--- config.mk ---
export PLATFORM = sky130hd
export DESIGN_NAME = onehot_rr_scheduler
export DESIGN_NICKNAME = d
export VERILOG_FILES = /design/src/rtl/onehot_rr_scheduler.sv
export SDC_FILE = /design/constraint.sdc
export NUM_CORES = 1
export LEC_CHECK = 0
export CORE_ASPECT_RATIO = 2
export CORE_MARGIN = 2
export CORE_UTILIZATION = 46
export CTS_BUF_LIST = sky130_fd_sc_hd__clkbuf_8
export CTS_CLUSTER_DIAMETER = 80
export CTS_CLUSTER_SIZE = 28
export DETAILED_ROUTE_END_ITERATION = 8
export GPL_TIMING_DRIVEN = 0
export PLACE_DENSITY = 0.74
export REMOVE_ABC_BUFFERS = 1
export SLEW_MARGIN = 0
export SYNTH_ARGS = -nofsm -noshare
export SYNTH_HDL_FRONTEND = slang
export SYNTH_SLANG_ARGS = --single-unit
export TNS_END_PERCENT = 10
--- constraint.sdc ---
create_clock -name clk -period 12.9 [get_ports clk]
set_input_delay 2.58 -clock clk [delete_from_list [all_inputs] [get_ports clk]]
set_output_delay 2.58 -clock clk [all_outputs]
set_load 0.01 [all_outputs]
--- src/rtl/onehot_rr_scheduler.sv ---
// onehot_rr_scheduler
// Front end of the 8-to-3 encoder path. Request pulses are accumulated into a
// pending mask. One pending request at a time is issued as a registered one-hot
// grant, chosen round-robin starting at a rotating pointer.
//
// Handshake: grant/grant_valid follow valid/ready rules. While grant_valid is
// high, grant stays stable until a rising edge that sees out_ready high, and that
// edge is where the transfer happens. At that same edge the next pending request
// (if any) is issued, so a consumer holding out_ready high can take one grant per
// cycle. out_ready has no effect while grant_valid is low.
module onehot_rr_scheduler #(
  parameter int N     = 8,
  parameter int PTR_W = $clog2(N)
) (
  input  logic             clk,
  input  logic             rst,
  input  logic [N-1:0]     req,
  input  logic             out_ready,
  output logic [N-1:0]     grant,
  output logic             grant_valid,
  output logic [N-1:0]     pending,
  output logic             overflow,
  output logic             state_dbg,
  output logic [PTR_W-1:0] ptr_dbg
);

  typedef enum logic {
    IDLE  = 1'b0,
    GRANT = 1'b1
  } state_t;

  state_t           state;
  logic [PTR_W-1:0] ptr;
  logic [N-1:0]     pending_q;
  logic [N-1:0]     grant_q;
  logic             grant_valid_q;
  logic             overflow_q;

  logic             sel_found;
  logic [PTR_W-1:0] sel_idx;
  logic [N-1:0]     sel_onehot;
  logic [PTR_W-1:0] ptr_next;
  logic             issue;
  logic [N-1:0]     issue_mask;

  // Round-robin pick: first registered pending bit at or after ptr, with wrap.
  always_comb begin
    sel_found = 1'b0;
    sel_idx   = '0;
    for (int k = 0; k < N; k++) begin
      if (!sel_found && pending_q[(int'(ptr) + k) % N]) begin
        sel_found = 1'b1;
        sel_idx   = PTR_W'((int'(ptr) + k) % N);
      end
    end
  end

  // Issue decision and the derived one-hot, pointer advance and clear mask.
  always_comb begin
    sel_onehot = {{(N-1){1'b0}}, 1'b1} << sel_idx;
    ptr_next   = PTR_W'((int'(sel_idx) + 1) % N);
    // A new grant goes out when idle, or when the held grant is being accepted.
    issue      = sel_found && ((state == IDLE) || out_ready);
    issue_mask = issue ? sel_onehot : '0;
  end

  // Scheduler state: pending mask, overflow pulse, and the IDLE/GRANT FSM.
  always_ff @(posedge clk) begin
    if (rst) begin
      state         <= IDLE;
      ptr           <= '0;
      pending_q     <= '0;
      grant_q       <= '0;
      grant_valid_q <= 1'b0;
      overflow_q    <= 1'b0;
    end else begin
      // A request landing on a bit that is still pending is merged; flag it.
      // The bit issued at this edge is not pending any more, so no loss there.
      pending_q  <= (pending_q & ~issue_mask) | req;
      overflow_q <= |(req & pending_q & ~issue_mask);
      if (issue) begin
        grant_q       <= sel_onehot;
        grant_valid_q <= 1'b1;
        ptr           <= ptr_next;
        state         <= GRANT;
      end else if ((state == GRANT) && out_ready) begin
        grant_q       <= '0;
        grant_valid_q <= 1'b0;
        state         <= IDLE;
      end
    end
  end

  assign grant       = grant_q;
  assign grant_valid = grant_valid_q;
  assign pending     = pending_q;
  assign overflow    = overflow_q;
  assign state_dbg   = state;
  assign ptr_dbg     = ptr;

endmodule

==> results of run 1 <==
cell families after synthesis:
family                     Yosys count  synth area share, %
DFF                                 21                 19.2
AOI/OAI and AO/OA                   70                 25.2
buffers and inverters               40                 12.8
muxes                               30                 20.6
adders and majority gates            7                 3.99
and+or+nand+nor                     68                 16.1
xor gates and xnor gates             5                 2.00
per-layer routing:
| layer | vias to the layer above | global-route usage (%) | share of wire (%) |
|---|---|---|---|
| li1 | 913 | - | - |
| met1 | 912 | 23.5 | 36 |
| met2 | 61 | 42.4 | 55 |
| met3 | 25 | 1.92 | 2.9 |
| met4 | 0 | 16.0 | 5.9 |
| met5 | - | 0 | 0 |
cell type report:
cell class                      instances  area share (%)
Clock inverter                          1           0.156
Timing Repair Buffer                   32            13.3
Inverter                               17            2.75
Tap cell                               55            2.85
Multi-Input combinational cell        180            61.8
Sequential cell                        21            17.4
Clock buffer                            3            1.71
critical path, stage by stage (launching register included):
cell	delay, ns
dfxtp_1	1.01
inv_1	0.24
ha_1	0.88
mux4_2	0.65
a21o_1	0.26
o22ai_1	0.39
nand3_1	0.12
o21a_1	0.14
mux2_2	0.26
a221o_1	0.31
o221ai_1	0.12
ha_1	0.24
ha_1	0.15
nand2_1	0.07
and3_1	0.26
a311oi_1	0.27
a41oi_2	0.15
placed cells by master (no fill, tap or decap), drive strengths merged, types with 2 or more instances in the layout:
master,instances
clkdlybuf4s50,32
nor2,25
dfxtp,21
nand2,18
inv,18
a21oi,15
mux2i,13
o21ai,12
mux4,11
a22oi,9
ha,7
o211ai,7
mux2,6
nor3,6
and2,5
o221ai,4
o22ai,4
xor2,3
clkbuf,3
nand3,3
xnor2,2
or2b,2
a221o,2
or3,2
o21a,2
a41oi,2
cell usage after synthesis (2+ instances only):
library cell   n
buf_6          5
o21ai_0        7
buf_2          5
mux4_2         9
mux4_1         2
and2_1         4
buf_4          4
a22oi_1        9
o221ai_1       4
a21oi_2        3
nand3_1        2
ha_1           7
a221o_1        2
dfxtp_1       21
nor2_1        24
xor2_1         3
clkbuf_8       3
o21ai_2        3
mux2_2         6
buf_8          2
o21ai_1        2
nor3_1         6
clkbuf_1       2
o211ai_1       6
xnor2_1        2
mux2i_1       13
inv_1         16
o22ai_1        4
nand2_1       18
a21oi_1       12
or2b_2         2
worst paths after layout:
kind                    to  slack, ns
setup / recovery  overflow       7.21
hold / removal    grant[7]       0.46
setup reg to reg  overflow       7.21
hold reg to reg   grant[7]       0.46
stage by stage:
stage | instance area (um^2) | setup WS [ns] | std cells | power [mW] | hold WS [ns]
after detailed placement | 2370 | 7.26 | 305 | 0.642 | 0.456
after global routing | 2410 | 6.81 | 309 | 0.748 | 0.492
after floorplan | 1980 | 8.02 | 218 | 0.501 | 0.474
after global placement | 2370 | 7.28 | 305 | 0.638 | 0.446
after CTS | 2410 | 7.23 | 309 | 0.689 | 0.468
final | 2410 | 7.21 | 309 | 0.689 | 0.459
state kept, by name (all words and copies together), names as in the netlist:
name,flops
grant_valid,1
ptr_dbg,3
pending,8
grant,8
overflow,1
power by group:
part           switching (mW)  internal [mW]
Sequential             0.0389         0.0818
Combinational           0.290          0.236
Clock                  0.0223         0.0213
Total                   0.351          0.339
==> metrics.csv, run 1 <==
stage,metric,value,unit
sta,drv_slew,0,
critical_path,crit_fanout,26,
cts,clk_latency,0.26,ns
synth,synth-seq-cells,21,
sta,tightest_slew,1.04,ns
hold_path,hold_path_depth,2,
cts,cts_resized,0,
pwr,power_leakage,0.899,nW
floorplanning,num_rows,35,
synth,ys_types,64,
sta,finClkSkew,0.00172,ns
cells_and_area,seq_area,420,um^2
drt,routedWlPerCell,18.1,um
floorplanning,core_area,4600,um^2
grt,grt_pass1_vias,1985,
drt,vias,1911,
cells_and_area,fillCellCount,447,
critical_path,arrival,5.80,ns
cells_and_area,final_util,52.5,%
sta,fin_crit,5.69,ns
synth,yosysTopAreaCellShare,19.2,%
cts,cts_tree,done,
critical_path,start_kind,flop,
cts,postCtsSetupRepairBufs,0,
cells_and_area,fin_nets,273,
cells_and_area,area_growth,9.98,%
synth,ys_seq_area_share,19.2,%
hold_path,hold_path.class,reg -> reg,
floorplanning,num_io_pins,33,
critical_path,critical_path_class,reg -> reg,
cells_and_area,n_antenna_cell,0,
drt,drc,0,
grt,overflow,0,
floorplanning,start_util,47.7,%
synth,syn_inst,241,
synth,ys_warn_count,0,
sta,hold_viol_final,0,
drt,ant_nets,0,
drt,via_per_inst,6.18,
pwr,peakVddDrop,0.181,mV
synth,yosysTopAreaCell,dfxtp_1,
floorplanning,die_h,102,um
cts,cts_buffer_depth,2,
synth,synth_flop_cell,dfxtp_1,
pwr,power_density,286,nW/um^2
cts,cts-root-buf,clkbuf_8,
place,hpwl,4240,um
place,io_buffers,32,
critical_path,end_kind,flop,
synth,async_flop_share,0,%
grt,grt_usage,23.2,%
cts,clk_pin_slew,0.08,ns
sta,fmax,176,MHz
sta,final.period_utilization,44.1,%
critical_path,crit_required,13.01,ns
cts,hold_buffers,0,
grt,grt_max_degree,27,
run_status,status,"finished, final reports clean",
synth,synth_edf_count,0,
synth,syn_area,2190,um^2
cells_and_area,drive_above_1_share,17.7,%
sta,relSlewSlack,30.4,%
synth,netlist_top_cells_area,"dfxtp_1 (19%), mux4_2 (9.2%), mux2i_1 (5.9%), nor2_1 (4.1%), ha_1 (4.0%)",
floorplanning,die_area,5370,um^2
place,place_congestion,0.945,
cts,cts_made_buffers,3,
synth,syn_avg_cell_area,9.10,um^2
grt,grt_pass1_wl,9300,um
sta,finalSetupViolCount,0,
critical_path,ff2ff_path_depth,16,
cts,htreeDepth,1,
sta,rsz0062_at_grt,no,
hold_path,holdCritStartpoint,grant[7],
grt,antenna_found_initial,0,
drt,first_pass_iters,4,
cells_and_area,multi_input_area,1490,um^2
critical_path,r2r_start,ptr_dbg[0],
flow_run,maxCapViolations,0,
cts,cts_sinks,21,
sta,setup_tns,0,ns
critical_path,crit_start,ptr_dbg[0],
floorplanning,dieWidth,52.8,um
drt,detail_route.iter0.violations,55,
drt,routed_wirelength,5590,um
Power figures use the tool's default switching activity.
==> inputs of run 2 (changes only) <==
--- a/config.mk
+++ b/config.mk
@@ -13,7 +13,7 @@
 export CTS_CLUSTER_SIZE = 28
 export DETAILED_ROUTE_END_ITERATION = 8
 export GPL_TIMING_DRIVEN = 0
-export PLACE_DENSITY = 0.74
+export PLACE_DENSITY = 0.76
 export REMOVE_ABC_BUFFERS = 1
 export SLEW_MARGIN = 0
 export SYNTH_ARGS = -nofsm -noshare
==> constraint.sdc (replaced) <==
create_clock -name clk -period 5.07 [get_ports clk]
set_input_delay 1.014 -clock clk [delete_from_list [all_inputs] [get_ports clk]]
set_output_delay 1.014 -clock clk [all_outputs]
set_load 0.01 [all_outputs]
==> run 2 against run 1 <==
Compared with the run above:
- first-iteration DRC count down 16%
- highest routed layer unchanged
- global-route usage down 0.47 points
- clock power rose to 2.5 times the previous value
==> metrics.csv, run 2 (same netlist as run 1, synthesis figures left out) <==
stage,metric,value,unit,change
run_status,status,"finished, final reports clean",,unchanged
place,io_buffers,32,,unchanged
pwr,peakVddDrop,0.516,mV,was 0.181 mV
cts,clk_latency,0.26,ns,about the same
sta,fin_crit,4.80,ns,was 5.69 ns
hold_path,hold_path.class,reg -> reg,,unchanged
critical_path,slowest_stage,dfxtp_2,,was dfxtp_1
critical_path,crit_fanout,20,,was 26
place,hpwl,4220,um,was 4240 um
critical_path,critPathMaxStageDelay,0.62,ns,was 1.01 ns
pwr,power_leakage,0.901,nW,was 0.899 nW
cells_and_area,final_cell_mix,"clkdlybuf4s50_1 (32), nor2_1 (24), dfxtp_1 (19)",,"was clkdlybuf4s50_1 (32), nor2_1 (24), dfxtp_1 (21)"
place,place_congestion,0.863,,was 0.945
cells_and_area,design_area,2430,um^2,was 2410 um^2
cts,clk_pin_slew,0.08,ns,about the same
drt,detail_route.iter0.violations,46,,was 55
sta,finalSetupViolCount,0,,unchanged
cells_and_area,fin_nets,273,,unchanged
grt,grt_max_degree,27,,unchanged
floorplanning,start_util,47.7,%,unchanged
cells_and_area,instances_no_fill,309,,unchanged
critical_path,ff2ff_path_depth,16,,unchanged
cells_and_area,area_growth,10.8,%,was 9.98%
cts,cts_buffer_depth,2,,unchanged
cts,hold_buffers,0,,unchanged
drt,vias,1964,,was 1911
critical_path,critical_path_cell_count,16,,unchanged
sta,drv_slew,0,,unchanged
flow_run,maxCapViolations,0,,unchanged
hold_path,hold_path_depth,2,,unchanged
drt,routed_wirelength,5580,um,was 5590 um
cts,htreeDepth,1,,unchanged
sta,finClkSkew,0.00185,ns,was 0.00172 ns
place,dp_cells,305,,unchanged
grt,grt_pass1_vias,2032,,was 1985
place,place_area,2370,um^2,unchanged
critical_path,arrival,4.90,ns,was 5.80 ns
drt,ant_nets,0,,unchanged
critical_path,crit_required,5.18,ns,was 13.01 ns
cells_and_area,fillCellCount,434,,was 447
floorplanning,num_io_pins,33,,unchanged
drt,routedWlPerCell,18.1,um,about the same
sta,hold_viol_final,0,,unchanged
cts,cts-root-buf,clkbuf_8,,unchanged
sta,worst_slack,0.275,ns,was 7.21 ns
cts,cts_sinks,21,,unchanged
drt,first_pass_iters,4,,unchanged
critical_path,critical_path_class,reg -> reg,,unchanged
critical_path,crit_family,compound AO/OA/AOI/OAI gates,,unchanged
cells_and_area,n_antenna_cell,0,,unchanged
critical_path,path_cells,inv_1 -> ha_4 -> mux4_2 -> a21o_1 -> o22ai_1 -> nand3_1 -> o21a_1 -> mux2_2 -> a221o_1 -> o221ai_1 -> ha_1 -> ha_1 -> nand2_1 -> and3_1 -> a311oi_1 -> a41oi_2,,was inv_1 -> ha_1 -> mux4_2 -> a21o_1 -> o22ai_1 -> nand3_1 -> o21a_1 -> mux2_2 -> a221o_1 -> o221ai_1 -> ha_1 -> ha_1 -> nand2_1 -> and3_1 -> a311oi_1 -> a41oi_2
sta,setup_tns,0,ns,unchanged
drt,via_per_inst,6.36,,was 6.18
sta,relSlewSlack,29.9,%,was 30.4%
grt,antenna_found_initial,0,,unchanged
grt,grt_usage,22.7,%,was 23.2%
grt,grt_pass1_wl,9220,um,was 9300 um
floorplanning,dieWidth,52.8,um,unchanged
cells_and_area,layout_commonest_cell,clkdlybuf4s50_1,,unchanged
sta,fmax,209,MHz,was 176 MHz
sta,final.period_utilization,94.6,%,was 44.1%
drt,drc,0,,unchanged
floorplanning,num_rows,35,,unchanged
sta,tightest_slew,1.05,ns,was 1.04 ns
place,post-place-ws,-0.570,ns,was 7.26 ns
cts,cts_tree,done,,unchanged
critical_path,path_buf_inv,1,,unchanged
critical_path,start_kind,flop,,unchanged
pwr,finalPower,1.77,mW,was 0.689 mW
critical_path,end_kind,flop,,unchanged
cells_and_area,drive_above_1_share,18.9,%,was 17.7%
floorplanning,die_area,5370,um^2,unchanged
cts,cts_made_buffers,3,,unchanged
floorplanning,core_area,4600,um^2,unchanged
pwr,power_density,730,nW/um^2,was 286 nW/um^2
sta,rsz0062_at_grt,no,,unchanged
grt,overflow,0,,unchanged
critical_path,worst_path_most_repeated_cell,ha_1,,unchanged
floorplanning,die_h,102,um,unchanged
[run 2: worst paths after layout]
check	to	start	slack [ns]
setup / recovery	overflow	ptr_dbg[1]	0.27
hold / removal	grant[7]	grant[7]	0.46
setup reg to reg	overflow	ptr_dbg[1]	0.27
hold reg to reg	grant[7]	grant[7]	0.46
[run 2: stage by stage]
step	utilization [%]	hold slack, ns
5_1_grt	52.8	0.496
4_1_cts	52.6	0.460
2_1_floorplan	-	0.474
3_5_place_dp	51.5	0.449
3_3_place_gp	51.5	0.447
6_report	52.8	0.460
[run 2: area by class of cell]
type | count | area [um^2] | share of cell area [%]
multi-input cells | 180 | 1500 | 61.9
flip-flops and latches | 21 | 425 | 17.5
repair buffers | 32 | 320 | 13.2
well taps | 55 | 68.8 | 2.83
inverters | 17 | 66.3 | 2.73
clock buffers | 3 | 41.3 | 1.70
clock inverters | 1 | 3.75 | 0.154
[run 2: per-layer routing]
metal,track usage [%],vias up,share of wire [%]
met5,0,-,0
met4,18.1,0,7.5
met3,1.62,34,3.8
met2,39.8,84,54
met1,23.7,926,35
li1,-,920,-
[run 2: timing repair]
| action | CTS | global route |
|---|---|---|
| endpoints found under the setup margin | 12 | 1 |
| setup buffers | 0 | 0 |
| resized for setup | 3 | 2 |
[run 2: power by group]
part / internal [mW] / leakage, nW / switching, mW
sequential: 0.211 / 0.175 / 0.0993
clock: 0.0541 / 0.0269 / 0.0552
combinational: 0.608 / 0.700 / 0.746
[run 2: tightest hold or removal path, cell delays in order, from the launching register on]
cell,delay (ns)
dfxtp_1,0.31
nand2_1,0.05
a21oi_1,0.05
